### src/rtl/mem_arbiter.sv
// mem_arbiter: shares the single unified RAM port between instruction fetch
// and data accesses. Data normally wins, but a data grant is held back for
// one round after a data access if a fetch is waiting, so neither side
// starves. Each access is bounded by a timeout watchdog. RAM errors and
// timeouts raise a sticky error flag that only reset clears.
module mem_arbiter #(
   parameter int TIMEOUT = 255,
   parameter int CNTW    = 8
) (
   input  logic        CLK,
   input  logic        nRST,
   input  logic        iREN,
   input  logic [31:0] iaddr,
   input  logic        dREN,
   input  logic        dWEN,
   input  logic [31:0] daddr,
   input  logic [31:0] dstore,
   output logic        ihit,
   output logic        dhit,
   output logic [31:0] iload,
   output logic [31:0] dload,
   output logic        ramREN,
   output logic        ramWEN,
   output logic [31:0] ramaddr,
   output logic [31:0] ramstore,
   input  logic [31:0] ramload,
   input  logic [1:0]  ramstate,
   output logic        memerr
);

   typedef enum logic [1:0] {
      IDLE  = 2'd0,
      DSERV = 2'd1,
      ISERV = 2'd2,
      HIT   = 2'd3
   } arbState_t;

   localparam logic [1:0]      RAM_ACCESS  = 2'd2;
   localparam logic [1:0]      RAM_ERROR   = 2'd3;
   localparam logic [CNTW-1:0] TIMEOUT_CNT = CNTW'(TIMEOUT);

   arbState_t       state;
   logic [CNTW-1:0] count;
   logic            lastD;
   logic            opWrite;
   logic [31:0]     latAddr;
   logic [31:0]     latStore;
   logic            dataReq;

   // A write strobe alone counts as a data request; dREN together with dWEN is a write.
   assign dataReq = dREN | dWEN;

   // Arbitration FSM: grant, serve with error/withdraw/timeout handling, one-cycle hit.
   always_ff @(posedge CLK) begin
      if (!nRST) begin
         state    <= IDLE;
         count    <= '0;
         lastD    <= 1'b0;
         memerr   <= 1'b0;
         ihit     <= 1'b0;
         dhit     <= 1'b0;
         iload    <= '0;
         dload    <= '0;
         opWrite  <= 1'b0;
         latAddr  <= '0;
         latStore <= '0;
      end else begin
         ihit <= 1'b0;
         dhit <= 1'b0;
         case (state)
            IDLE: begin
               if (dataReq && (!iREN || !lastD)) begin
                  latAddr  <= daddr;
                  latStore <= dstore;
                  opWrite  <= dWEN;
                  count    <= '0;
                  state    <= DSERV;
               end else if (iREN) begin
                  latAddr <= iaddr;
                  count   <= '0;
                  state   <= ISERV;
               end
            end
            DSERV: begin
               if (ramstate == RAM_ERROR) begin
                  memerr <= 1'b1;
                  state  <= IDLE;
               end else if (!dataReq) begin
                  state <= IDLE;
               end else if (ramstate == RAM_ACCESS) begin
                  if (!opWrite) begin
                     dload <= ramload;
                  end
                  dhit  <= 1'b1;
                  lastD <= 1'b1;
                  state <= HIT;
               end else if (count == TIMEOUT_CNT) begin
                  memerr <= 1'b1;
                  state  <= IDLE;
               end else begin
                  count <= count + 1'b1;
               end
            end
            ISERV: begin
               if (ramstate == RAM_ERROR) begin
                  memerr <= 1'b1;
                  state  <= IDLE;
               end else if (!iREN) begin
                  state <= IDLE;
               end else if (ramstate == RAM_ACCESS) begin
                  iload <= ramload;
                  ihit  <= 1'b1;
                  lastD <= 1'b0;
                  state <= HIT;
               end else if (count == TIMEOUT_CNT) begin
                  memerr <= 1'b1;
                  state  <= IDLE;
               end else begin
                  count <= count + 1'b1;
               end
            end
            HIT: begin
               state <= IDLE;
            end
            default: begin
               state <= IDLE;
            end
         endcase
      end
   end

   // RAM port drive: strobes only in serve states; address and store data always show the latches.
   always_comb begin
      ramREN   = 1'b0;
      ramWEN   = 1'b0;
      ramaddr  = latAddr;
      ramstore = latStore;
      case (state)
         DSERV: begin
            ramWEN = opWrite;
            ramREN = !opWrite;
         end
         ISERV: begin
            ramREN = 1'b1;
         end
         default: begin
         end
      endcase
   end

endmodule
### config.mk
export PLATFORM = sky130hd
export DESIGN_NAME = mem_arbiter
export DESIGN_NICKNAME = d
export VERILOG_FILES = /design/src/rtl/mem_arbiter.sv
export SDC_FILE = /design/constraint.sdc
export NUM_CORES = 1
export LEC_CHECK = 0
export CAP_MARGIN = 20
export CORE_MARGIN = 2
export CORE_UTILIZATION = 41
export DETAILED_ROUTE_END_ITERATION = 8
export PLACE_DENSITY = 0.82
export SKIP_CTS_REPAIR_TIMING = 1
export SLEW_MARGIN = 20
export SYNTH_ARGS = -nofsm -noshare
export SYNTH_HDL_FRONTEND = slang
export SYNTH_SLANG_ARGS = --single-unit
### constraint.sdc
create_clock -name CLK -period 3.08 [get_ports CLK]
set_input_delay 0.616 -clock CLK [delete_from_list [all_inputs] [get_ports CLK]]
set_output_delay 0.616 -clock CLK [all_outputs]
set_load 0.01 [all_outputs]
# Yosys cells after proc, flatten, opt, wreduce, memory -nomap -nowiden
# Index checks and enable logic that the tools add are counted.
# W data, S select, Z words.
dict set report word_totals {
  reg_bits 143
  inputBits 135
  wordCells 90
}
dict set report op_classes {
  add_sub_neg 1
  eq_ne 15
  muxes 37
  bitwise_logic 8
  n_reduce_logical 18
}
# cell count
set ops {}
lappend ops {{$mux W32} 2}
lappend ops {{$mux W8} 8}
lappend ops {{$pmux W8 S3} 1}
lappend ops {{$mux W2} 8}
lappend ops {{$mux W1} 14}
lappend ops {{$ne A2 B2 Y1 const B} 6}
lappend ops {{$ne A3 B3 Y1 const B} 3}
lappend ops {{$add A8 B1 Y8 const B} 1}
lappend ops {{$eq A2 B2 Y1 const B} 4}
lappend ops {{$eq A8 B8 Y1 const B} 1}
lappend ops {{$pmux W2 S4} 1}
lappend ops {{$reduce_or A4 Y1} 2}
lappend ops {{$not A1 Y1} 7}
lappend ops {{$reduce_and A7 Y1} 1}
lappend ops {{$pmux W1 S2} 3}
lappend ops {{$reduce_and A6 Y1} 1}
lappend ops {{$reduce_and A5 Y1} 1}
lappend ops {{$reduce_and A2 Y1} 2}
lappend ops {{$reduce_and A4 Y1} 1}
lappend ops {{$reduce_bool A2 Y1} 2}
lappend ops {{$logic_not A1 Y1} 3}
lappend ops {{$reduce_and A3 Y1} 1}
lappend ops {{$reduce_bool A3 Y1} 1}
lappend ops {{$eq A2 B1 Y1 const B} 1}
lappend ops {{other kinds (4)} 4}

# Depth between registers and ports, before layout
# Gate-level depths: netlist (run 1).
dict set report depth {
  depth_word 6
  ltp_mapped 8
  ltp_nobuf 7
}

# Worst setup path before layout (run 1)
# OpenSTA, ideal clock, no wires.
dict set report synth_timing {
  path_kind {register to register}
  from {register state[0]}
  to {register count[5]}
  setup_time_ps 70
  t_arrival_ps 2226
  t_required_ps 3010
  slack_ps 784
  stages_incl_launch_ff 8
  path_cell_list {dfxtp_1 inv_1 ha_1 o211a_1 or3_4 or3_4 or4_1 a21oi_1}
}
dict set report synth_via {
  elab_chain_cells 3
  word_cells_on_any_way 11
}
# element line
set synth_rtl {}
lappend synth_rtl {{from (decl)} 42} ;# arbState_t state;
lappend synth_rtl {{from (signal assigned)} 56} ;# state <= IDLE;
lappend synth_rtl {{from (signal assigned)} 77} ;# state <= DSERV;
lappend synth_rtl {{from (signal assigned)} 81} ;# state <= ISERV;
lappend synth_rtl {{$eq A2 B2 Y1, or another cell as far along} 70} ;# case (state)
lappend synth_rtl {{$ne A2 B2 Y1 (no line), or another cell as far along} --}
lappend synth_rtl {{$reduce_and A6 Y1 (no line)} --}
lappend synth_rtl {{to (signal assigned)} 101} ;# count <= count + 1'b1;
lappend synth_rtl {{to (signal assigned)} 119} ;# count <= count + 1'b1;
lappend synth_rtl {{to (decl)} 43} ;# logic [CNTW-1:0] count;
# Several ways; a longest one is shown, not always the timed one.
# A chain may end at the register's enable or synchronous reset.

# Worst setup path after layout (run 1)
dict set report layout_timing {
  from {register state[1]}
  to {output ramREN}
}
dict set report layout_via {
  elab_chain_cells 2
  word_cells_on_any_way 3
}
# element line
set layout_rtl {}
lappend layout_rtl {{$eq A2 B2 Y1 / $eq A2 B1 Y1 (equally long branches)} 138} ;# case (state)
lappend layout_rtl {{$pmux W1 S2 *} 138}
lappend layout_rtl {{to (decl)} 22} ;# output logic ramREN,
# Every way passes the cells marked *; elsewhere a longest branch is shown, timed or not.

==> reports/metrics.yaml, run 1 <==
track_usage: 0.232
clock_skew_ps: 7.46
drv_cap: 0
first_global_vias: 5256
cts-buffers-inserted: 17
status: "finished clean"
ys.flop_type: "dfxtp_1"
min_period_over_period: 0.892
ctsHtreeMaxLevel: 4
synthMuxAreaShare: 0.0599
vias: 5537
max_freq_mhz: 364
area_growth_pct: 62.2
gp_congestion: 0.831
vdd_drop_max_mv: 0.342
yosys.area_share.adder: 0.0136
combPwrFrac: 0.219
reg2reg_slack_ps: 590
crit_path_top_delay_cell: "clkdlybuf4s50_1"
core_mm2: 0.0132
synth_compound_area_frac: 0.160
synth_commonest_cells: "nand2_1 (201), dfxtp_1 (143), a21oi_1 (104)"
dp_hpwl_mm: 11.8
drive_gt1_frac: 0.0612
max_stage_delay_ps: 560
yosysSeqAreaShare: 0.517
synth_nets: 811
synth.most_common_cell: "nand2_1"
p_switching_w: 0.00140
holdWs_ps: 450
endpoint_kind: "primary output"
final_hold_viol_count: 0
synth_top_area_share: 0.517
clkTransAtPathRegs_ps: 60
tritoncts: "built"
total_power_w: 0.00536
start_util: 0.420
power-per-cell-area_mw_per_mm2: 598
cts.sinks: 143
rsz0062_at_grt: "no"
ys_ff_latch: 143
path_cells: "inv_1 -> ha_1 -> or2b_1 -> a21oi_1 -> clkdlybuf4s50_1"
yosys.area.top_type: "dfxtp_1"
ant_nets: 0
p_leak_nw: 3.36
cts-root-buf: "clkbuf_16"
syn-cell-area_mm2: 0.00553
criticalPathCategory: "flop to primary output"
die_h_um: 120
path_max_fanout: 8
drtIter0Drc: 374
tns_ps: 0
setup_viol: 0
synthArstFlopShare: 0
p_int_w: 0.00396
die-area_mm2: 0.0144
viasPerCell: 5.00
slew_violations: 0
clockBufferDepth: 2
portBuffers: 267
synth-simple-area-share: 0.206
synth_xor_xnor_area_share: 0.00633
row_count: 42
worstPathRequired_ps: 2460
min_period_ps: 2750
clkPwrFrac: 0.388
wl_per_cell_um: 15.1
slew_headroom: 0.526
ys_top_cells_by_area: "dfxtp_1 (52%), nand2_1 (14%), a21oi_1 (9.4%), mux2i_1 (5.8%), a211oi_1 (4.3%)"
arrival_ps: 2130
p_sw_frac: 0.261
critPathLaunchType: "flop"
synth_cell_types: 39
seqPwrFrac: 0.393
boundaryPins: 268
grt_start_max_net_pins: 134
fin_nets: 1060
dr.pass1.iters: 4
grt-ovfl-total: 0
hold_path_class: "flop to flop"
synth_area_per_cell_um2: 8.26
wirelength_mm: 16.7
yosys_warnings: 0
synth_edf_count: 0
die-width_um: 120
drc: 0
grt_first_pass_wirelength_mm: 26.3
synthCells: 670
clock_latency_ps: 410
synth_top_family_by_area: "simple AND/OR/NAND/NOR gates"
worstMarginPinSlew_ps: 710
antenna_found_initial: 1
[critical path: cells and delay by family (launching register included)]
kind | cells | cell delay [ps]
buffers and inverters | 2 | 670
adders and majority gates | 1 | 300
DFF | 1 | 350
and+or+nand+nor | 1 | 250
AOI/OAI and AO/OA | 1 | 150
[metal layers]
metal  part of all wire  track usage  up-vias  wire length [um]
met5                  0            0        -                 0
li1                   -            -     2762                 -
met4              0.033        0.113        0               561
met1               0.40        0.267     2475              6660
met3               0.10       0.0943       38              1690
met2               0.47        0.374      262              7840
[cell type report]
| cell class | count | area [um2] |
|---|---|---|
| fillers | 1047 | 4220 |
| flip-flops and latches | 143 | 2860 |
| repair buffers | 277 | 2760 |
| multi-input cells | 473 | 2490 |
| clock buffers | 21 | 470 |
| well taps | 176 | 220 |
| clock inverters | 10 | 136 |
| inverters | 7 | 28.8 |
| diodes | 1 | 2.50 |
[through the flow]
step / area (um2) / setup WS (ps) / utilization / instances
after global placement: 8360 / 419 / 0.634 / 1076
after floorplan: 5530 / 784 / - / 670
after global routing: 8970 / 210 / 0.680 / 1108
after detailed placement: 8360 / 393 / 0.634 / 1076
final: 8970 / 332 / 0.680 / 1108
after CTS: 8970 / 302 / 0.680 / 1107
[final timing paths]
path                                from                      to  depth (start not counted)
hold reg to reg   dload[15]$_SDFFE_PN0P_  dload[15]$_SDFFE_PN0P_                          2
setup / recovery   state[1]$_SDFFE_PN0N_                  ramREN                          5
setup reg to reg   state[1]$_SDFFE_PN0N_   count[5]$_SDFFE_PN0P_                          7
hold / removal    dload[15]$_SDFFE_PN0P_  dload[15]$_SDFFE_PN0P_                          2
[sequential cells by signal, indices dropped and copies added (netlist names)]
name / flops
ramstore: 32
ramaddr: 32
iload: 32
dhit: 1
lastD: 1
state: 2
count: 8
memerr: 1
dload: 32
opWrite: 1
ihit: 1
[cell families after synthesis]
group	Yosys count
AND/OR/NAND/NOR	278
AO/OA/AOI/OAI	152
flip-flops	143
buffers and inverters	54
multiplexers	33
adder cells (fa/ha/maj)	6
XOR/XNOR	4
[power by group through the flow]
stage,registers (W),clock network (W),logic [W]
2_1_floorplan,0.00221,0,0.000494
3_3_place_gp,0.00214,0,0.00116
3_5_place_dp,0.00215,0,0.00118
4_1_cts,0.00211,0.00212,0.00118
5_1_grt,0.00213,0.00222,0.00128
6_report,0.00211,0.00208,0.00117
[cell usage in the layout (no fill, tap or decap), types with 2 or more instances in the layout]
master	instances
mux2i_1	32
and2_2	3
inv_1	6
clkdlybuf4s50_1	267
a211oi_1	32
nor4_1	3
or3_4	2
clkbuf_8	3
nand4_1	3
ha_1	6
bufinv_16	3
a31oi_1	2
clkbuf_16	17
a21oi_1	103
nor2b_1	2
o31ai_1	2
o21ai_0	5
nand3_1	5
or3_1	2
nand2_1	201
nor2_1	40
xnor2_1	4
dfxtp_1	143
buf_4	9
or2_2	2
clkinv_2	4
clkinv_4	3
nor3_1	6
Power figures use the tool's default switching activity.
==> inputs of run 2 (changes only) <==
==> constraint.sdc (replaced) <==
create_clock -name CLK -period 2.85 [get_ports CLK]
set_input_delay 0.57 -clock CLK [delete_from_list [all_inputs] [get_ports CLK]]
set_output_delay 0.57 -clock CLK [all_outputs]
set_load 0.01 [all_outputs]
==> run 2 against run 1 <==
Effect of this change: via count fell by 1.0%; non-clock buffer count rose by 1; sequential share of layout area barely moved; first-iteration DRC count rose by 1.6%; sequential cell count did not move; clock power rose by 5%; clock-buffer cell count fell by 1; critical endpoint unchanged; largest power group unchanged.
==> reports/metrics.yaml, run 2 (same netlist as run 1, synthesis figures left out) <==
row_count: 42  # unchanged
min_period_over_period: 0.937
clock_skew_ps: 6.93  # -0.526 ps
track_usage: 0.229  # -0.00250
placed_cells: 1077  # +0.093%
slew_violations: 0  # unchanged
hold_path_class: "flop to flop"
wl_per_cell_um: 15.1  # -0.32%
n_antenna_cell: 0  # -1
cts-buffers-inserted: 17  # unchanged
boundaryPins: 268  # unchanged
mostFrequentLayoutCells: "clkdlybuf4s50_1 (267), nand2_1 (201), dfxtp_1 (143), a21oi_1 (103), nor2_1 (40)"
worstPathRequired_ps: 2280  # -180 ps
status: "finished clean"
core_mm2: 0.0132  # unchanged
antenna_found_initial: 0  # -1
clock_latency_ps: 410  # about the same
path_cells: "inv_1 -> ha_1 -> or2b_1 -> a21oi_1 -> clkdlybuf4s50_1"
drive_gt1_frac: 0.0622  # +0.000941
die-width_um: 120  # unchanged
clkTransAtPathRegs_ps: 60  # about the same
die_h_um: 120  # unchanged
slew_headroom: 0.525  # -0.00102
cts.sinks: 143  # unchanged
setup_ws_ps: 180  # -153 ps
drv_cap: 0  # unchanged
endpoint_kind: "primary output"
vias: 5480  # -1.0%
die-area_mm2: 0.0144  # unchanged
ant_nets: 0  # unchanged
first_global_vias: 5311  # +1.0%
dpl-instance-area_mm2: 0.00840  # +0.39%
p_leak_nw: 3.36  # -0.16%
drtIter0Drc: 380  # +1.6%
max_freq_mhz: 374
critPathLaunchType: "flop"
arrival_ps: 2100  # -30 ps
grt_first_pass_wirelength_mm: 26.1  # -0.76%
area_growth_pct: 62.4
power-per-cell-area_mw_per_mm2: 641  # +7.2%
portBuffers: 267  # unchanged
gp_congestion: 0.814  # -2.1%
rsz0062_at_grt: "no"
min_period_ps: 2670
final_cell_area_mm2: 0.00898  # +0.13%
tritoncts: "built"
start_util: 0.420  # unchanged
path_max_fanout: 8  # unchanged
max_stage_delay_ps: 550  # about the same
cts-root-buf: "clkbuf_16"
worstMarginPinSlew_ps: 712  # +1.53 ps
final_util: 0.681  # +0.000854
grt_start_max_net_pins: 134  # unchanged
fin_cells: 1109  # +0.090%
dp_slack_ps: 198  # -194 ps
crit_family: "buffers and inverters"
multi_input_comb_area_mm2: 0.00249  # about the same
wirelength_mm: 16.7  # -0.23%
grt-ovfl-total: 0  # unchanged
fin_nets: 1061  # +0.094%
ctsHtreeMaxLevel: 4  # unchanged
dp_hpwl_mm: 11.9  # +0.39%
setup_viol: 0  # unchanged
drc: 0  # unchanged
criticalPathCategory: "flop to primary output"
dr.pass1.iters: 6  # +2
final_hold_viol_count: 0  # unchanged
vdd_drop_max_mv: 0.394  # +15%
layout_commonest_cell: "clkdlybuf4s50_1"
final.fill_count: 1044  # -0.29%
tns_ps: 0  # unchanged
crit_path_top_delay_cell: "clkdlybuf4s50_1"
clockBufferDepth: 2  # unchanged
viasPerCell: 4.94  # -1.1%
path_buf_inv: 2  # unchanged
final-seq-area_mm2: 0.00286  # unchanged
-- run 2: worst paths after layout --
check	start	to	slack [ps]	cells after the start
max	state[1]$_SDFFE_PN0N_	ramREN	180	5
min	dload[1]$_SDFFE_PN0P_	dload[1]$_SDFFE_PN0P_	450	2
max reg2reg	state[0]$_SDFFE_PN0N_	count[5]$_SDFFE_PN0P_	380	7
min reg2reg	dload[1]$_SDFFE_PN0P_	dload[1]$_SDFFE_PN0P_	450	2
-- run 2: cell type report --
class,count,share of cell area
clock inverter,12,0.0148
inverter,7,0.00320
tap,176,0.0245
timing repair buffer,278,0.311
clock buffer,20,0.0508
multi-input combinational,473,0.277
sequential,143,0.319
-- run 2: per-layer routing --
metal / part of all wire / global-route usage / vias to the layer above
met5: 0 / 0 / -
met4: 0.030 / 0.0978 / 0
met3: 0.10 / 0.0920 / 35
met2: 0.48 / 0.394 / 233
met1: 0.39 / 0.250 / 2461
li1: - / - / 2751
-- run 2: metrics by stage --
stage | total power, W | hold slack [ps]
after CTS | 0.00581 | 454
final | 0.00576 | 451
after detailed placement | 0.00362 | 445
after global routing | 0.00604 | 466
after floorplan | 0.00292 | 461
after global placement | 0.00359 | 441
-- run 2: where the power goes --
| group | switching (W) | internal, W | leakage, nW |
|---|---|---|---|
| clock network | 0.000845 | 0.00134 | 0.283 |
| logic | 0.000618 | 0.000682 | 1.91 |
| registers | 0.0000962 | 0.00218 | 1.17 |
| total | 0.00156 | 0.00420 | 3.36 |
-- run 2: worst min-delay path, cell delays in order (launching register included) --
cell	delay, ps
dfxtp_1	300
nand2_1	50
a21oi_1	50
==> inputs of run 3 (changes only) <==
--- a/config.mk
+++ b/config.mk
@@ -7,9 +7,9 @@
 export LEC_CHECK = 0
 export CAP_MARGIN = 20
 export CORE_MARGIN = 2
-export CORE_UTILIZATION = 41
+export CORE_UTILIZATION = 37
 export DETAILED_ROUTE_END_ITERATION = 8
-export PLACE_DENSITY = 0.82
+export PLACE_DENSITY = 0.78
 export SKIP_CTS_REPAIR_TIMING = 1
 export SLEW_MARGIN = 20
 export SYNTH_ARGS = -nofsm -noshare
==> constraint.sdc (replaced) <==
create_clock -name CLK -period 2.3 [get_ports CLK]
set_input_delay 0.46 -clock CLK [delete_from_list [all_inputs] [get_ports CLK]]
set_output_delay 0.46 -clock CLK [all_outputs]
set_load 0.01 [all_outputs]
==> run 3 against run 2 <==
Effect of this change: clock power rose by 22%; via count rose by 1.8%; critical path depth is 1 higher; cell count grew 2.8%; largest power group unchanged; first-iteration DRC count decreased by 37%; total power increased by 24%; combinational power grew 30%; sequential share of layout area down 1.0 points.
==> reports/metrics.yaml, run 3 (same netlist as run 1, synthesis figures left out) <==
status: "finished clean"
start_util: 0.379  # -0.0402
clock_latency_ps: 410  # about the same
die_h_um: 126  # +5.1%
drc: 0  # unchanged
cts-buffers-inserted: 17  # unchanged
worstMarginPinSlew_ps: 459  # -252 ps
met2_usage: 0.353  # -0.0416
grt_first_pass_wirelength_mm: 26.3  # +0.71%
seqPwrFrac: 0.393  # -0.002
r2r-start: "state[1]$_SDFFE_PN0N_"
row_count: 44  # +4.8%
vias: 5579  # +1.8%
crit_start: "state[0]$_SDFFE_PN0N_"
layout_commonest_cell: "clkdlybuf4s50_1"
combPwrFrac: 0.236  # +0.010
clockBufferDepth: 2  # unchanged
tns_ps: 0  # unchanged
reg2reg_slack_ps: 90  # -290 ps
p_leak_nw: 3.53  # +5.2%
placed_cells: 1106  # +2.7%
path_max_fanout: 6  # -2
wirelength_mm: 16.4  # -1.9%
viasPerCell: 4.89  # -0.96%
antenna_found_initial: 0  # unchanged
cts-root-buf: "clkbuf_16"
n_antenna_cell: 0  # unchanged
drtIter0Drc: 238  # -37%
grt-ovfl-total: 0  # unchanged
portBuffers: 267  # unchanged
mostFrequentLayoutCells: "clkdlybuf4s50_1 (265), nand2_1 (201), dfxtp_1 (141), a21oi_1 (103), nor2_1 (40)"
p_int_w: 0.00524  # +25%
gp_congestion: 0.851  # +4.6%
grtUsageMet3: 0.0751  # -0.0169
min_from: "iload[14]$_SDFFE_PN0P_"
dp_hpwl_mm: 11.8  # -0.46%
holdWs_ps: 451  # -0.119 ps
final_hold_viol_count: 0  # unchanged
slew_headroom: 0.686  # +0.160
grt_use_met1: 0.229  # -0.0208
clkTransAtPathRegs_ps: 60  # about the same
min_period_over_period: 0.964
tritoncts: "built"
criticalPathCategory: "flop to primary output"
dp_slack_ps: -160  # -358 ps
drive_gt1_frac: 0.0931  # +0.0309
area_growth_pct: 67.9
die-width_um: 126  # +5.1%
top_usage_layer: "met2"
vdd_drop_max_mv: 0.525  # +33%
cts.sinks: 143  # unchanged
arrival_ps: 1760  # -340 ps
slew_violations: 0  # unchanged
hold_path_class: "flop to flop"
wl_per_cell_um: 14.4  # -4.6%
drv_cap: 0  # unchanged
first_global_vias: 5291  # -0.38%
die-area_mm2: 0.0160  # +10%
core_mm2: 0.0146  # +11%
setup_ws_ps: 82.6  # -97.1 ps
clock_skew_ps: 9.00  # +2.07 ps
setup_viol: 0  # unchanged
ant_nets: 0  # unchanged
boundaryPins: 268  # unchanged
fin_cells: 1140  # +2.8%
fin_nets: 1085  # +2.3%
ctsHtreeMaxLevel: 4  # unchanged
critPathLaunchType: "flop"
dr.pass1.iters: 4  # -2
max_freq_mhz: 451
power-per-cell-area_mw_per_mm2: 771  # +20%
final.fill_count: 1234  # +18%
final_util: 0.637  # -0.0441
clkPwrFrac: 0.370  # -0.009
min_period_ps: 2220
p_switching_w: 0.00193  # +24%
worstPathRequired_ps: 1840  # -440 ps
endpoint_kind: "primary output"
track_usage: 0.205  # -0.0250
grt_start_max_net_pins: 65  # -51%
p_sw_frac: 0.269  # -0.00180
run 3: metal layers:
metal	wire, um	vias to the layer above
met5	0	-
met1	6640	2542
li1	-	2808
met2	8040	206
met3	1390	23
met4	316	0
run 3: power groups by stage:
stage / logic [W] / registers (W) / clock network [W]
global placement: 0.00167 / 0.00286 / 0
floorplan: 0.000661 / 0.00296 / 0
finish: 0.00169 / 0.00282 / 0.00265
CTS: 0.00169 / 0.00282 / 0.00273
detailed placement: 0.00169 / 0.00287 / 0
global route: 0.00185 / 0.00284 / 0.00286
run 3: stage by stage:
stage	total power [W]	area (um2)
finish	0.00717	9290
global placement	0.00453	8650
floorplan	0.00362	5530
CTS	0.00724	9230
global route	0.00754	9290
detailed placement	0.00456	8650
run 3: worst max-delay path: stages, from the launching register on:
cell and delay, ps:
dfxtp_2 350, inv_1 70, buf_4 140, ha_2 370
inv_1 90, a21oi_1 160, clkbuf_2 180
run 3: worst paths after layout:
kind,cells past startpoint,end
max,6,ramREN
max reg2reg,7,count[5]$_SDFFE_PN0P_
min reg2reg,2,iload[14]$_SDFFE_PN0P_
min,2,iload[14]$_SDFFE_PN0P_
run 3: area by class of cell:
type | count | area (um2) | area share
clock buffer | 18 | 439 | 0.0473
clock inverter | 13 | 140 | 0.0151
inverter | 7 | 28.8 | 0.00310
multi-input combinational | 473 | 2530 | 0.272
sequential | 143 | 2870 | 0.309
tap | 184 | 230 | 0.0248
timing repair buffer | 302 | 3060 | 0.329
